--- src/rtl/gray_conv_arbiter.sv ---
// Round-robin shares one binary-to-Gray converter among NREQ requesters; the result is registered, valid the cycle after capture.
// Backpressure: while out_ready is low in FULL the result holds and no request is acked.
module gray_conv_arbiter #(
  parameter int NREQ = 4,
  parameter int W    = 4,
  parameter int IDW  = 2
) (
  input  logic              clk,
  input  logic              rst,
  input  logic [NREQ-1:0]   req,
  input  logic [NREQ*W-1:0] bin,
  output logic [NREQ-1:0]   ack,
  output logic              out_valid,
  input  logic              out_ready,
  output logic [W-1:0]      gray,
  output logic [IDW-1:0]    out_id,
  output logic [7:0]        conv_cnt
);

  typedef enum logic {IDLE, FULL} state_t;

  state_t         state_q, state_d;
  logic [IDW-1:0] ptr_q, ptr_d;
  logic [W-1:0]   gray_q, gray_d;
  logic [IDW-1:0] out_id_q, out_id_d;
  logic [7:0]     conv_cnt_q, conv_cnt_d;

  logic [W-1:0]   ops [NREQ];
  logic [IDW-1:0] win;
  logic [IDW-1:0] idx;
  logic           found;
  logic           any_req;
  logic           load_en;
  logic           load;
  logic [W-1:0]   sel_op;
  int             sum;

  always_comb begin
    for (int i = 0; i < NREQ; i++) begin
      ops[i] = bin[i*W +: W];
    end
  end

  // Scan from ptr upward, wrapping at NREQ so unused indices are never granted.
  always_comb begin
    win   = '0;
    idx   = '0;
    found = 1'b0;
    sum   = 0;
    for (int k = 0; k < NREQ; k++) begin
      sum = int'(ptr_q) + k;
      if (sum >= NREQ) sum = sum - NREQ;
      idx = IDW'(sum);
      if (!found && req[idx]) begin
        found = 1'b1;
        win   = idx;
      end
    end
  end

  assign any_req   = |req;
  assign load_en   = (state_q == IDLE) || out_ready;
  assign load      = load_en && any_req;
  assign sel_op    = ops[win];
  assign out_valid = (state_q == FULL);
  assign gray      = gray_q;
  assign out_id    = out_id_q;
  assign conv_cnt  = conv_cnt_q;

  always_comb begin
    ack = '0;
    if (load && !rst) ack[win] = 1'b1;
  end

  always_comb begin
    state_d    = state_q;
    ptr_d      = ptr_q;
    gray_d     = gray_q;
    out_id_d   = out_id_q;
    conv_cnt_d = conv_cnt_q;
    if (out_valid && out_ready) conv_cnt_d = conv_cnt_q + 8'd1;
    if (load) begin
      gray_d   = sel_op ^ (sel_op >> 1);
      out_id_d = win;
      ptr_d    = (win == IDW'(NREQ - 1)) ? '0 : win + IDW'(1);
    end
    case (state_q)
      IDLE:    if (any_req) state_d = FULL;
      FULL:    if (out_ready && !any_req) state_d = IDLE;
      default: state_d = IDLE;
    endcase
  end

  always_ff @(posedge clk or posedge rst) begin
    if (rst) begin
      state_q    <= IDLE;
      ptr_q      <= '0;
      gray_q     <= '0;
      out_id_q   <= '0;
      conv_cnt_q <= '0;
    end else begin
      state_q    <= state_d;
      ptr_q      <= ptr_d;
      gray_q     <= gray_d;
      out_id_q   <= out_id_d;
      conv_cnt_q <= conv_cnt_d;
    end
  end

endmodule

--- config.mk ---
export PLATFORM = sky130hd
export DESIGN_NAME = gray_conv_arbiter
export DESIGN_NICKNAME = d
export VERILOG_FILES = /design/src/rtl/gray_conv_arbiter.sv
export SDC_FILE = /design/constraint.sdc
export NUM_CORES = 1
export LEC_CHECK = 0
export BUFFER_PORTS_ARGS = -buffer_cell sky130_fd_sc_hd__buf_4
export CAP_MARGIN = 20
export CORE_MARGIN = 2
export CORE_UTILIZATION = 40
export CTS_CLUSTER_SIZE = 8
export DETAILED_ROUTE_END_ITERATION = 7
export GPL_ROUTABILITY_DRIVEN = 0
export PLACE_DENSITY = 0.77
export RECOVER_POWER = 25
export SLEW_MARGIN = 20
export SYNTH_ARGS = -nofsm -noshare
export SYNTH_HDL_FRONTEND = slang
export SYNTH_SLANG_ARGS = --single-unit
--- constraint.sdc ---
create_clock -name clk -period 2.5 [get_ports clk]
set_clock_uncertainty 0.05 [all_clocks]
set_input_delay 0 -clock clk [delete_from_list [all_inputs] [get_ports clk]]
set_output_delay 0 -clock clk [all_outputs]
set_load 0.02 [all_outputs]
==> summary by stage, run 1 <==
Outcome
The run finished with clean final reports.

STA
For the pin with the worst max-slew slack, the measured transition is 0.735 ns. The worst hold slack is 0.182 ns. Setup repair after global routing left no endpoint under its margin. The fmax is 452 MHz.

The worst path meets setup with 0.290 ns of slack. In the finished design, the share of the clock period the worst path needs comes to 88.4%. The smallest clock period supported by the final layout is computed as 2.21 ns.

The worst slew margin relative to its limit is 51.0%. For the final routed database, the setup TNS stands at 0 ns. The final count of hold timing violations is 0. The max-slew violation count is 0. The count of endpoints failing setup in the final report is 0.

Drt
After detailed routing, the number of remaining DRC violations is 0. The total wire length after detailed routing is 2120 um. The per-cell routed wire length is 12.3 um. The initial DRC count is 14.

After detailed routing, the number of vias per cell comes to 4.94. The routed layout has 855 vias. The post-detailed-route count of antenna-violating nets is 0. The first TritonRoute pass finished after 4 iterations.

Power and ir drop
Combinational logic burns 51.4% of the power. The areal power density over the cells is 929 nW/um2. The leakage power is 0.689 nW.

Internal power comes to 0.740 mW. Net switching is 42.4% of the power. The maximum resistive drop on vdd is 0.506 mV. The post-route total power is 1.29 mW. In this run, flip-flops and latches consume 37.6% of the power.

For this design the total switching power over the nets is 0.546 mW. In this run, the clock network consumes 11.1% of the power.

Cells and area
The post-route standard cell area excluding fillers is 1380 um2. In the final layout, the multi-input gates occupy 544 um2. Once layout is complete, the utilization of the core stands at 56.9%. The growth of design area from synthesis to finish is 37.6%. The proportion of layout cells with a drive suffix above 1 is 32.2%.

0 antenna diodes ended up in the layout. The area taken by flip-flops and latches is 425 um2. The count of filler cells inserted in the layout is 231. The final net count is 172. After the flow finishes, the layout carries non-filler instances totaling 173.

Logic synthesis
For this run, the leading register cell type out of synthesis is sky130_fd_sc_hd__dfrtp_1. The per-instance average area after synthesis is 10.8 um2. The gate count after technology mapping is 93. Ranked by total cell area, the synthesized netlist is headed by sky130_fd_sc_hd__dfrtp_1 (42%), sky130_fd_sc_hd__mux2i_1 (10%), sky130_fd_sc_hd__mux2_2 (6.7%). Counting flops and latches in the post-synthesis netlist gives 17. The leading area contributor after synthesis is sky130_fd_sc_hd__dfrtp_1.

In this run, distinct cell masters in the synthesized netlist total 23. Counting flops with a built-in enable in the synthesized netlist gives 0. The post-synthesis cell area is 1010 um2.

The Yosys warning count is 0. The area share of the leading cell type in the synthesized netlist is 42.3%. The share of flip-flops with an asynchronous set or reset after synthesis is 100%.

The sequential share of the synthesized area is 42.3%. The number of nets produced by synthesis is 121.

Global routing
Entering global routing, the biggest net connects 22 pins. The via count of the first global-routing pass was 888. Across every metal layer, demand over resource in global routing totals 16.7%. The first-pass GRT wire length is 3590 um. The total congestion overflow is 0. The initial antenna violation count is 0.

Worst setup path
The count of buffer and inverter cells on the critical path is 5. The critical path startpoint category is an input port. STA puts the critical path data arrival time at 2.16 ns. The critical path's top delay family is buffers and inverters. The slowest stage of the critical path is the sky130_fd_sc_hd__dlygate4sd3_1 cell.

The path type of the worst setup path is in2out. The critical path goes through dlygate4sd3_1 -> buf_4 -> nor2b_4 -> o21a_1 -> nor3_4 -> buf_4 -> inv_1 -> ha_1 -> and3_1 -> buf_4. The type of destination of the critical path is an output pin. The most prevalent standard cell on the critical path is sky130_fd_sc_hd__buf_4.

Data on the critical path is required at its endpoint by 2.45 ns. For this run, the slowest stage of the critical path takes 0.53 ns. Of all nets on the critical path, the largest fanout is 8.

Clocking
The TritonCTS clock tree is done. CTS placed an instance of sky130_fd_sc_hd__clkbuf_4 at the clock tree root. The insertion delay to the later sink of the worst-skew pair is 0.28 ns. Clock tree synthesis inserted a total of 3 buffers. The number of sinks on the clock net is 17. In this run the deepest clock path goes through 2 buffers. Clock-pin slew was measured on the worst setup and hold paths at 0.10 ns. CTS built an H-tree with a depth of 1. The number of post-CTS setup repair buffers is 0.

The post-cts resize count is 0. For this design, the CTS-stage hold fixing added 5 buffers.

Floorplanning
In this run the core area contains 18 standard-cell rows. The floorplan step defined a die boundary enclosing 2930 um2. The top-level I/O count is 42. The total core area is 2430 um2. Measured along the x axis, the die boundary spans 54.2 um. The effective utilization at floorplan is 41.4%. The die height is 54.2 um.

Job
Max-cap violations in this run came to 0.

Hold path
The class of the most critical hold timing path is in2reg.

Placed design
The post-detailed-placement half-perimeter wirelength is 1610 um. OpenSTA, run right after detailed placement, puts the worst setup slack at 0.456 ns. In this run the tool buffered the top-level ports with 41 buffer cells.

After detailed placement, the total cell area comes to 1350 um2. The placed cell count is 164.
-- synthesized netlist by cell type (2+ instances only) --
cell type and n:
sky130_fd_sc_hd__nor2b_1 2, sky130_fd_sc_hd__xor2_1 4, sky130_fd_sc_hd__nand2b_1 2, sky130_fd_sc_hd__and3_1 5, sky130_fd_sc_hd__mux2i_1 10, sky130_fd_sc_hd__nand2_1 5
sky130_fd_sc_hd__nor2_1 7, sky130_fd_sc_hd__a21oi_1 7, sky130_fd_sc_hd__ha_1 5, sky130_fd_sc_hd__mux2_2 6, sky130_fd_sc_hd__xnor2_1 6, sky130_fd_sc_hd__nand3_1 4
sky130_fd_sc_hd__inv_1 4, sky130_fd_sc_hd__dfrtp_1 17
-- tightest hold or removal path, delay by kind of cell --
| kind | cells | cell delay, ns |
|---|---|---|
| compound gates | 1 | 0.22 |
| buf+inv | 1 | 0.10 |
| mux | 1 | 0.16 |
-- logic make-up after synthesis --
logic type,share of synthesized area [%]
mux,18.2
flops,42.3
buf+inv,3.61
fa+ha+maj,6.22
compound gates,5.35
xor+xnor,8.71
simple gates,15.7
-- area by class of cell --
| type | instances | share of cell area, % |
|---|---|---|
| Timing Repair Buffer | 48 | 23.7 |
| Clock buffer | 3 | 1.63 |
| Clock inverter | 1 | 0.362 |
| Multi-Input combinational cell | 69 | 39.3 |
| Inverter | 5 | 1.54 |
| Tap cell | 30 | 2.71 |
| Sequential cell | 17 | 30.7 |
-- cells in the final DEF, fill, tap and decap left out, types with 2 or more instances in the layout --
cell type                       instances
sky130_fd_sc_hd__dlygate4sd3_1          5
sky130_fd_sc_hd__dfrtp_1               17
sky130_fd_sc_hd__clkbuf_4               3
sky130_fd_sc_hd__nor2_1                 7
sky130_fd_sc_hd__a21oi_1                7
sky130_fd_sc_hd__mux2_2                 6
sky130_fd_sc_hd__nand3_1                4
sky130_fd_sc_hd__xnor2_1                6
sky130_fd_sc_hd__clkbuf_1              12
sky130_fd_sc_hd__mux2i_1               10
sky130_fd_sc_hd__buf_4                 31
sky130_fd_sc_hd__ha_1                   5
sky130_fd_sc_hd__nand2b_1               2
sky130_fd_sc_hd__inv_1                  4
sky130_fd_sc_hd__nor2b_1                2
sky130_fd_sc_hd__and3_1                 5
sky130_fd_sc_hd__xor2_1                 4
sky130_fd_sc_hd__nand2_1                5
-- registers in the layout, indices dropped and copies added (netlist names) --
name and cells:
out_id 2, ptr_q 2, out_valid 1, conv_cnt 8
gray 4
-- power by group through the flow --
stage / Combinational, mW / Sequential, mW / Clock [mW]
5_1_grt: 0.729 / 0.498 / 0.166
2_1_floorplan: 0.361 / 0.593 / 0
3_5_place_dp: 0.728 / 0.488 / 0
3_3_place_gp: 0.712 / 0.483 / 0
6_report: 0.661 / 0.483 / 0.142
4_1_cts: 0.739 / 0.485 / 0.151
-- metal layers --
layer  track usage [%]  wire [um]  vias up
met1              19.3        937      403
met4              2.50          4        0
li1                  -          -      419
met2              30.7       1030       31
met5                 0          0        -
met3              4.72        153        2
-- worst paths after layout --
check                                             start                      end  slack, ns  depth (start not counted)
worst min-delay path                             req[3]    out_id[1]$_DFFE_PP0N_       0.18                          3
worst max-delay path                             req[2]                   ack[0]       0.29                         10
max in group asynchronous                           rst     ptr_q[1]$_DFFE_PP0N_       1.59                          3
worst min register to register  conv_cnt[7]$_DFFE_PP0P_  conv_cnt[7]$_DFFE_PP0P_       0.42                          1
worst max register to register     ptr_q[0]$_DFFE_PP0N_      gray[2]$_DFFE_PP0N_       0.46                          8
min in group asynchronous                           rst    out_id[1]$_DFFE_PP0N_       0.35                          3
Power figures use the tool's default switching activity.
==> inputs of run 2 (changes only) <==
--- a/config.mk
+++ b/config.mk
@@ -8,11 +8,11 @@
 export BUFFER_PORTS_ARGS = -buffer_cell sky130_fd_sc_hd__buf_4
 export CAP_MARGIN = 20
 export CORE_MARGIN = 2
-export CORE_UTILIZATION = 40
+export CORE_UTILIZATION = 47
 export CTS_CLUSTER_SIZE = 8
 export DETAILED_ROUTE_END_ITERATION = 7
 export GPL_ROUTABILITY_DRIVEN = 0
-export PLACE_DENSITY = 0.77
+export PLACE_DENSITY = 0.87
 export RECOVER_POWER = 25
 export SLEW_MARGIN = 20
 export SYNTH_ARGS = -nofsm -noshare
==> summary by stage, run 2 (same netlist as run 1, synthesis figures left out) <==
Hold path
The class of the most critical hold timing path is in2reg. Counting instances, the worst hold path has a depth of 4. The startpoint identified for the worst hold timing path is bin[11]. The terminating pin of the worst hold path is gray[3]$_DFFE_PP0N_.

Global routing
The met2 global-route usage is 35.5%. Global routing used 3.57% of the available met3 tracks. The total overflow left after global routing is 0. The first global-routing pass estimated 3720 um of wire. The total global routing track utilization is 19.3%. The via count of the first global-routing pass is 844. The initial antenna violation count came to 0. For met1 alone, demand over resource in global routing was 22.6%. The most crowded layer after global routing is met2. The maximum number of pins on one net before global-route repair is 22.

Power and ir drop
In this run the static leakage power is 0.689 nW. Of the total power, the share spent switching nets is 42.8%. The cell internal power dissipation is 0.742 mW. In this run the power spent charging and discharging nets is 0.556 mW. The areal power density over the cells is 940 nW/um2. Sequential cells burn 37.3% of the power. The share of power burned in combinational logic is 51.5%. The maximum resistive drop on vdd is 0.559 mV. The clock network burns 11.2% of the power.

Drt
The total wire length after detailed routing is 2200 um. The routed layout has 855 vias. Dividing the detail-routed via count by the number of cells gives 5.03. After the first detailed-routing iteration, the DRC count stood at 5. The first detailed-routing pass ran for 4 iterations. Once detail routing completed, the nets flagged for antenna violations numbered 0.

The remaining design rule violation count is 0. After detailed routing, the average wire length per cell comes to 12.9 um.

STA
Static timing analysis puts the maximum clock frequency at 422 MHz. The max-slew violation count was 0. Setup violations remaining at the end of the flow were counted as 0.

The share of the clock period used by the worst path is 94.7%. The final count of hold timing violations came to 0. Headroom to the max-slew limit came out at 52.9%.

In the final timing run, aggregate negative setup slack is 0 ns. The transition time of the tightest slew-check pin is 0.705 ns. Setup repair after global routing left no endpoint under its margin.

The clock period could shrink to 2.37 ns. Hold is met by 0.160 ns.

Cells and area
The most common library cell in the layout ignoring fill and taps is sky130_fd_sc_hd__buf_4. The multi-input gate area in the final layout is 544 um2. The final net count is 172. Fill cells in the final layout number 165.

The register with the most flip-flops in the layout has 8 of them. The final core utilization is 69.6%. In the layout the commonest cells are sky130_fd_sc_hd__buf_4 (31), sky130_fd_sc_hd__dfrtp_1 (17), sky130_fd_sc_hd__clkbuf_1 (12).

The number of diodes is 0. The post-route standard cell area excluding fillers is 1380 um2. The post-route netlist has 32.2% of its cells at a drive strength greater than 1.

The sequential cells in the finished layout cover a total of 425 um2. The area growth from synthesis to layout is 37.2%.

Worst setup path
The slowest library cell on the worst path is sky130_fd_sc_hd__dlygate4sd3_1. The arrival time at the worst endpoint is 2.32 ns. The number of cells on the worst reg-to-reg path is 7. The worst setup path is of the in2out kind.

The critical path goes through dlygate4sd3_1 -> buf_4 -> nor2b_1 -> o21a_1 -> nor3_4 -> buf_4 -> inv_1 -> ha_1 -> and3_1 -> buf_4. The longest individual stage delay on the worst path is 0.54 ns. The type of destination of the critical path is an output pin. Data on the critical path is required at its endpoint by 2.45 ns. The endpoint of the worst register-to-register path is gray[0]$_DFFE_PP0N_. In this run the critical register-to-register path is launched from ptr_q[0]$_DFFE_PP0N_.

In this run the worst path has a maximum fanout of 10. The cell that appears most often on the critical path is sky130_fd_sc_hd__buf_4. In this run the register-to-register setup slack is 0.41 ns. STA classifies the critical path startpoint as an input port.

Floorplanning
The floorplan step set the die height to 50.3 um. In this run the count of I/O pins placed on the die edge is 42. The die covers 2530 um2. The effective utilization at floorplan is 50.8%. In this run the horizontal extent of the chip is 50.3 um. After floorplanning, the core was sized to cover 1980 um2. The standard-cell row count is 16.

Job
Across the run, the number of max-cap violations was 0.

Clocking
After clock tree synthesis, the repair step resized 0 gates. Clock-pin slew was measured on the worst setup and hold paths at 0.10 ns. CTS built an H-tree with a depth of 1.

The later pin in the worst-skew pair is clocked with a latency of 0.28 ns. The number of sinks on the clock net is 17. The tree is rooted in a sky130_fd_sc_hd__clkbuf_4. The clock passes through at most 2 buffers.

The clock buffer count from CTS is 3. TritonCTS built the clock tree.

Placed design
The number of port buffers is 41. The wire-length estimate of the detail-placed layout is 1690 um. Once placement finished, the instance area stood at 1350 um2.

Outcome
The run finished with clean final reports.
-- run 2: cell counts in the layout (fill, tap and decap cells not counted) --
No cell type changed its count.
-- run 2: layout make-up --
class,count,area share [%]
clock inverter,1,0.363
clock buffer,3,1.63
multi-input combinational,69,39.4
inverter,5,1.54
timing repair buffer,48,23.8
tap,27,2.45
sequential,17,30.8
-- run 2: critical path: cells and delay by family --
kind / cells / cell delay (ns)
AOI/OAI and AO/OA: 1 / 0.19
adders and majority gates: 1 / 0.19
buffers and inverters: 5 / 1.14
and+or+nand+nor: 3 / 0.79
-- run 2: metrics by stage --
step                      worst slack [ns]  total power, mW  std cells
final                                0.131             1.30        170
after global routing                0.0134             1.39        170
after global placement               0.542             1.19        161
after detailed placement             0.426             1.23        161
after floorplan                      0.724            0.954         93
after CTS                            0.138             1.38        170
-- run 2: how the worst max path moves through the flow --
stage / startpoint / depth (start not counted) / slack [ns] / endpoint
after CTS: req[0] / 10 / 0.14 / ack[0]
after floorplan: ptr_q[0]$_DFFE_PP0N_ / 8 / 0.72 / gray[2]$_DFFE_PP0N_
after global placement: ptr_q[0]$_DFFE_PP0N_ / 7 / 0.54 / gray[0]$_DFFE_PP0N_
final: req[0] / 10 / 0.13 / ack[0]
after detailed placement: ptr_q[0]$_DFFE_PP0N_ / 7 / 0.43 / gray[0]$_DFFE_PP0N_
after global routing: req[0] / 10 / 0.01 / ack[0]
-- run 2: routing by layer --
layer	up-vias	wire length, um	part of all wire, %
met3	0	182	8.3
met4	0	0	0
met5	-	0	0
met1	405	859	39
met2	33	1160	53
li1	417	-	-
-- run 2: repair_timing --
action	in CTS	in global routing
setup buffers	0	0
endpoints found under the hold margin	20	0
hold buffers	5	0
-- run 2: power by group through the flow --
stage	clock [mW]	sequential (mW)	combinational, mW
6_report	0.146	0.483	0.669
5_1_grt	0.163	0.499	0.732
3_3_place_gp	0	0.482	0.709
4_1_cts	0.148	0.485	0.744
3_5_place_dp	0	0.491	0.736
2_1_floorplan	0	0.593	0.361
